$ cat config.mk
export PLATFORM = sky130hd
export DESIGN_NAME = serial_alu_seq_flat
export DESIGN_NICKNAME = d
export VERILOG_FILES = /design/src/rtl/serial_alu_seq_if.sv /design/src/rtl/serial_alu_seq.sv /design/src/flat_wrapper.sv
export SDC_FILE = /design/constraint.sdc
export NUM_CORES = 1
export LEC_CHECK = 0
export CELL_PAD_IN_SITES_DETAIL_PLACEMENT = 0
export CELL_PAD_IN_SITES_GLOBAL_PLACEMENT = 1
export CORE_MARGIN = 2
export CORE_UTILIZATION = 42
export DETAILED_ROUTE_END_ITERATION = 6
export PLACE_DENSITY_LB_ADDON = 0.3
export SYNTH_ARGS = -nofsm -noshare
export SYNTH_HDL_FRONTEND = slang
export SYNTH_SLANG_ARGS = --single-unit
$ cat constraint.sdc
create_clock -name clk -period 3.7 [get_ports clk]
set_clock_uncertainty 0.05 [all_clocks]
set_input_delay 0.925 -clock clk [delete_from_list [all_inputs] [get_ports clk]]
set_output_delay 0.925 -clock clk [all_outputs]
set_load 0.02 [all_outputs]
$ cat src/rtl/serial_alu_seq_if.sv
// Request/response bundle for the bit-serial ALU sequencer.
// The requester side drives in_valid/op/a/b and out_ready. The sequencer side drives in_ready, out_valid, result and d.
interface serial_alu_seq_if #(
    parameter int WIDTH = 8
);
    logic             in_valid;
    logic             in_ready;
    logic [1:0]       op;
    logic [WIDTH-1:0] a;
    logic [WIDTH-1:0] b;
    logic             out_valid;
    logic             out_ready;
    logic [WIDTH-1:0] result;
    logic             d;

    modport master (
        output in_valid, op, a, b, out_ready,
        input  in_ready, out_valid, result, d
    );

    modport slave (
        input  in_valid, op, a, b, out_ready,
        output in_ready, out_valid, result, d
    );
endinterface

$ cat src/rtl/serial_alu_seq.sv
// Bit-serial add/sub/OR/AND sequencer. Operands are processed LSB-first, one bit per clock.
// Latency: out_valid rises WIDTH cycles after the accept edge.
// Backpressure: DONE holds result/d until out_ready. No new request is accepted until the result is taken.
module serial_alu_seq #(
    parameter int WIDTH = 8
) (
    input  logic            clk,
    input  logic            rst,
    serial_alu_seq_if.slave bus
);
    localparam int CW = $clog2(WIDTH + 1);

    typedef enum logic [1:0] {IDLE, RUN, DONE} state_t;

    state_t           state, state_nxt;
    logic [CW-1:0]    cnt;
    logic [WIDTH-1:0] sa, sb, res;
    logic [1:0]       opr;
    logic             c, dreg;
    logic             ai, bi, r_bit, c_nxt, last;

    // One-bit ALU slice. c is carry for add and borrow for subtract.
    always_comb begin
        ai    = sa[0];
        bi    = sb[0];
        r_bit = 1'b0;
        c_nxt = 1'b0;
        case (opr)
            2'b00: begin
                r_bit = ai ^ bi ^ c;
                c_nxt = (ai & bi) | (c & (ai ^ bi));
            end
            2'b01: begin
                r_bit = ai ^ bi ^ c;
                c_nxt = (~ai & bi) | (c & ~(ai ^ bi));
            end
            2'b10:   r_bit = ai | bi;
            default: r_bit = ai & bi;
        endcase
    end

    assign last = (cnt == CW'(WIDTH - 1));

    always_ff @(posedge clk or posedge rst) begin
        if (rst) state <= IDLE;
        else     state <= state_nxt;
    end

    always_comb begin
        state_nxt = state;
        case (state)
            IDLE:    if (bus.in_valid)  state_nxt = RUN;
            RUN:     if (last)          state_nxt = DONE;
            DONE:    if (bus.out_ready) state_nxt = IDLE;
            default:                    state_nxt = IDLE;
        endcase
    end

    always_ff @(posedge clk or posedge rst) begin
        if (rst) begin
            sa   <= '0;
            sb   <= '0;
            res  <= '0;
            opr  <= 2'b00;
            c    <= 1'b0;
            dreg <= 1'b0;
            cnt  <= '0;
        end else begin
            case (state)
                IDLE: begin
                    if (bus.in_valid) begin
                        sa  <= bus.a;
                        sb  <= bus.b;
                        opr <= bus.op;
                        c   <= 1'b0;
                        cnt <= '0;
                    end
                end
                RUN: begin
                    // Result fills from the MSB end, so after WIDTH shifts bit 0 is in place.
                    sa  <= sa >> 1;
                    sb  <= sb >> 1;
                    res <= (res >> 1) | (WIDTH'(r_bit) << (WIDTH - 1));
                    c   <= c_nxt;
                    cnt <= cnt + CW'(1);
                    if (last) dreg <= c_nxt;
                end
                default: ;
            endcase
        end
    end

    assign bus.in_ready  = (state == IDLE);
    assign bus.out_valid = (state == DONE);
    assign bus.result    = res;
    assign bus.d         = dreg;
endmodule

$ cat src/flat_wrapper.sv
// flat-port wrapper written by rule: the top's interface ports become plain ports
module serial_alu_seq_flat 
#(
    parameter int WIDTH = 8
)
  (clk, rst, bus_in_valid, bus_op, bus_a, bus_b, bus_out_ready, bus_in_ready, bus_out_valid, bus_result, bus_d);
  serial_alu_seq_if #(.WIDTH(WIDTH)) bus_i ();
  input  logic clk;
  input  logic rst;
  input wire logic [$bits(bus_i.in_valid)-1:0] bus_in_valid;
  input wire logic [$bits(bus_i.op)-1:0] bus_op;
  input wire logic [$bits(bus_i.a)-1:0] bus_a;
  input wire logic [$bits(bus_i.b)-1:0] bus_b;
  input wire logic [$bits(bus_i.out_ready)-1:0] bus_out_ready;
  output wire logic [$bits(bus_i.in_ready)-1:0] bus_in_ready;
  output wire logic [$bits(bus_i.out_valid)-1:0] bus_out_valid;
  output wire logic [$bits(bus_i.result)-1:0] bus_result;
  output wire logic [$bits(bus_i.d)-1:0] bus_d;
  assign bus_i.in_valid = bus_in_valid;
  assign bus_i.op = bus_op;
  assign bus_i.a = bus_a;
  assign bus_i.b = bus_b;
  assign bus_i.out_ready = bus_out_ready;
  assign bus_in_ready = bus_i.in_ready;
  assign bus_out_valid = bus_i.out_valid;
  assign bus_result = bus_i.result;
  assign bus_d = bus_i.d;
  serial_alu_seq #(.WIDTH(WIDTH)) u_core (.clk(clk), .rst(rst), .bus(bus_i));
endmodule
Word-level counts from Yosys, hierarchy flattened
Cells that the tools add are included.
{"block": "word_totals", "input_bits": 22, "ff_bits": 34, "output_inout_bits": 11}
{"block": "op_classes", "n_eq_ne": 8, "bitwise_logic": 12, "n_mux": 14, "addsub": 1, "reduce_logical": 8}
{"cell": "case mux 8 bit (2 select lines)", "count": 2}
{"cell": "two-way mux 8 bit", "count": 2}
{"cell": "bitwise OR 7 x 8 -> 8 bit", "count": 1}
{"cell": "case mux 4 bit (2 select lines)", "count": 1}
{"cell": "two-way mux 2 bit", "count": 3}
{"cell": "case mux 1 bit (2 select lines)", "count": 3}
{"cell": "case mux 2 bit (3 select lines)", "count": 1}
{"cell": "AND reduction 2 bit", "count": 3}
{"cell": "adder 4 x 1 -> 4 bit (second input constant)", "count": 1}
{"cell": "bitwise AND 1 bit", "count": 4}
{"cell": "equality test 2 x 1 -> 1 bit (second input constant)", "count": 2}
{"cell": "equality test 2 bit (second input constant)", "count": 2}
{"cell": "equality test 4 x 3 -> 1 bit (second input constant)", "count": 1}
{"cell": "zero test 2 bit", "count": 2}
{"cell": "two-way mux 4 bit", "count": 1}
{"cell": "!= test 2 bit (second input constant)", "count": 2}
{"cell": "bitwise OR 1 bit", "count": 3}
{"cell": "AND reduction 3 bit", "count": 1}
{"cell": "!= test 2 x 1 -> 1 bit (second input constant)", "count": 1}
{"cell": "NOT 1 bit", "count": 2}
{"cell": "nonzero test 2 bit", "count": 1}
{"cell": "OR reduction 2 bit", "count": 1}
{"cell": "XOR 1 bit", "count": 2}
{"cell": "two-way mux 1 bit", "count": 1}

Logic depth before layout (Yosys ltp)
{"block": "depth", "ltp_word": 6, "depth_mapped": 5, "depth_no_buf": 5}

Worst setup path after synthesis
OpenSTA, ideal clock, no wires.
{"block": "synth_timing", "path_kind": "register to output", "startpoint": "reg u_core.state[1]", "endpoint": "out bus_in_ready", "path_buffers": 2, "path_stages_with_launch": 4, "setup_slack_ns": 1.731, "t_arrival_ns": 0.994, "path_cell_list": "dfrtp_1 buf_2 buf_2 nor2_1"}
{"block": "synth_via", "elab_chain_cells": 1}
{"item": "start: declaration", "line": "serial_alu_seq.sv:15", "rtl": "state_t state, state_nxt;"}
{"item": "start signal: assignment", "line": "serial_alu_seq.sv:46", "rtl": "else state <= state_nxt;"}
{"item": "zero test 2 bit", "line": "serial_alu_seq.sv:93", "rtl": "assign bus.in_ready = (state == IDLE);"}
{"item": "end: declaration", "line": "flat_wrapper.sv:15", "rtl": "output wire logic [$bits(bus_i.in_ready)-1:0] bus_in_ready;"}
No other way between the ends.

Worst setup path in the final report
{"block": "layout_timing", "startpoint": "reg u_core.state[0]", "endpoint": "out bus_in_ready"}
Same word-level chain as after synthesis.

==> summary.txt <==
Compound-Gate Fraction of Synth Area: 20.3%
cell taking the most area after synthesis: dfrtp_1
die area: 4510 sq um
Setup TNS Final: 0 ns
CTS tree: done
# setup viols final: 0
Finished Layout Cells: 248
WL/cell: 14.8 um
share of layout cells above drive strength 1: 7.00%
Post-Synth Adder-Cell Area: 4.63%
area share of the largest cell type after synthesis: 50.8%
Final ANT Viol Nets: 0
worst skew pair latency: 0.28 ns
pin count of the biggest net entering global routing: 23
CTS resizes: 0
H-tree Lvls: 2
critical path startpoint category: flip-flop
GRT Overall Usage: 18.3%
outcome: finished, final reports clean
global route overflow: 0
WP data required: 2.72 ns
IO Count: 33
DP Cell Count: 241
Hold-fix buffers, CTS: 0
Post-Synth XOR/XNOR Area: 0%
Die H: 67.2 um
number of synthesized register bits: 34
root buf cell: clkbuf_8
GP Congestion: 0.805
Syn Area/Cell: 10.0 sq um
Starting Density: 44.8%
Crit Path Class: flip-flop to primary output
mux share of post-synthesis cell area: 3.73%
Layout area overhead: 25.7%
RSZ-0062 raised after global routing: false
Most used DFF post-synth: dfrtp_1
first-pass GRT wire length: 6210 um
CTS sink cnt: 34
Post-synth EDFFs: 0
CORE AREA: 3740 sq um
fin crit share: 74.2%
Finished Cell Area: 2110 sq um
DP HPWL: 2560 um
worst-path maximum fanout: 14
Starting DRT DRC Count: 105
ant diodes: 0
DRT Wirelength: 3680 um
critical path arrival: 1.77 ns
setup slack at placement: 1.02 ns
fin nets: 227
largest family of logic cells by synthesized area: compound AO/OA/AOI/OAI gates
headroom to the max-slew limit: 41.1%
Max Fclk: 0.364 GHz
vias in the first global route: 1334
top post-synthesis cells by area: dfrtp_1 51%, a22oi_1 6.3%, nand2_1 6.0%
MaxCap Viol Count: 0
Initial DRT Pass Iterations: 4
DR DRC count: 0
Synth top cells by count: 34 x dfrtp_1, 27 x nand2_1, 14 x a21oi_1, 14 x a22oi_1, 13 x o21ai_0
# Post-CTS Setup Buffers: 0
Final Hold Fails: 0
initial antenna violation count: 0
fin. max-slew vios: 0
vias post-DR: 1340
Hold Slack: 0.442 ns
final worst setup slack: 0.954 ns
Synthesized Nets: 194
count of different cell masters after synthesis: 28
Critical Path Sink Type: primary output
FP Rows: 22
synthesized instance count: 167
post-synthesis sequential area ratio: 50.8%
Chip Width: 67.2 um
Area after DPL: 2030 sq um
CTS Buf Count: 5
Async SR Flop Fraction: 100%
synth warn: 0
Netlist Area Pre-Place: 1680 sq um
slew at the pin closest to its max-slew limit: 0.882 ns
Vias/cell: 5.40
standby leakage power: 0.000958 uW
Worst VDD drop: 0.000308 V
clk buf depth: 2
minimum clock period: 2.75 ns
Port Buf Inserts: 32
Clock transition at path regs: 0.07 ns
top-count cell post-synth: dfrtp_1
worst min-delay path category: flip-flop to flip-flop
Simple-Gate Fraction of Synth Area: 15.8%
PD cells: 742 nW/um^2
flip-flops by register name, indices dropped and copies added, names as in the netlist:
name and cells:
u_core.bus.result 8, u_core.sa 8, u_core.sb 8, u_core.cnt 4
u_core.opr 2, u_core.state 2, u_core.bus.d 1, u_core.c 1
worst paths after layout:
path                                         to  cells after the start  slack [ns]            startpoint
setup / recovery                   bus_in_ready                      3        0.95       u_core.state[0]
hold / removal             u_core.bus.result[5]                      2        0.44  u_core.bus.result[6]
setup reg to reg                   u_core.bus.d                      3        1.62       u_core.state[0]
hold reg to reg            u_core.bus.result[5]                      2        0.44  u_core.bus.result[6]
max in group asynchronous          u_core.sa[3]                      3        1.91                   rst
min in group asynchronous  u_core.bus.result[5]                      2        0.99                   rst
where the power goes:
group / internal [uW] / total, uW / switching (uW)
combinational: 314 / 642 / 329
clock: 129 / 251 / 122
sequential: 525 / 668 / 143
total: 968 / 1560 / 594
kinds of logic after synthesis:
group,Yosys count
fa+ha+maj,5
buf+inv,15
compound gates,55
simple gates,53
flops,34
mux,5
placed cells by master (no fill, tap or decap), types with 3 or more instances in the layout:
cell type and n:
dfrtp_1 34, clkdlybuf4s50_1 32, nand2_1 27, a21oi_1 14, a22oi_1 14, o21ai_0 13
nor2b_1 10, o21ai_1 6, and2b_1 5, clkbuf_8 5, buf_4 5, a22o_1 4
inv_1 4, nor2_1 3, nand3_1 3, ha_1 3
routing by layer:
metal	global-route usage (%)	routed length, um	vias up
met5	0	0	-
met4	4.34	29	0
met3	5.50	175	5
met2	30.7	1840	34
met1	23.4	1630	659
li1	-	-	642
per-stage QoR:
stage	total power, uW	utilization [%]
2_1_floorplan	1090	-
3_3_place_gp	1280	54.2
3_5_place_dp	1320	54.2
4_1_cts	1580	56.3
5_1_grt	1690	56.3
6_report	1560	56.3
final cells by class:
type / count / area, sq um
Timing Repair Buffer: 37 / 358
Inverter: 4 / 15.0
Clock buffer: 7 / 76.3
Sequential cell: 34 / 851
Multi-Input combinational cell: 118 / 746
Fill cell: 337 / 1640
Tap cell: 48 / 60.1
critical path, cell delays in order, from the launching register on:
cell and delay [ns]:
dfrtp_1 0.52, buf_4 0.25, nor2_1 0.11, clkdlybuf4s50_1 0.60
(Power assumes the default switching activity.)
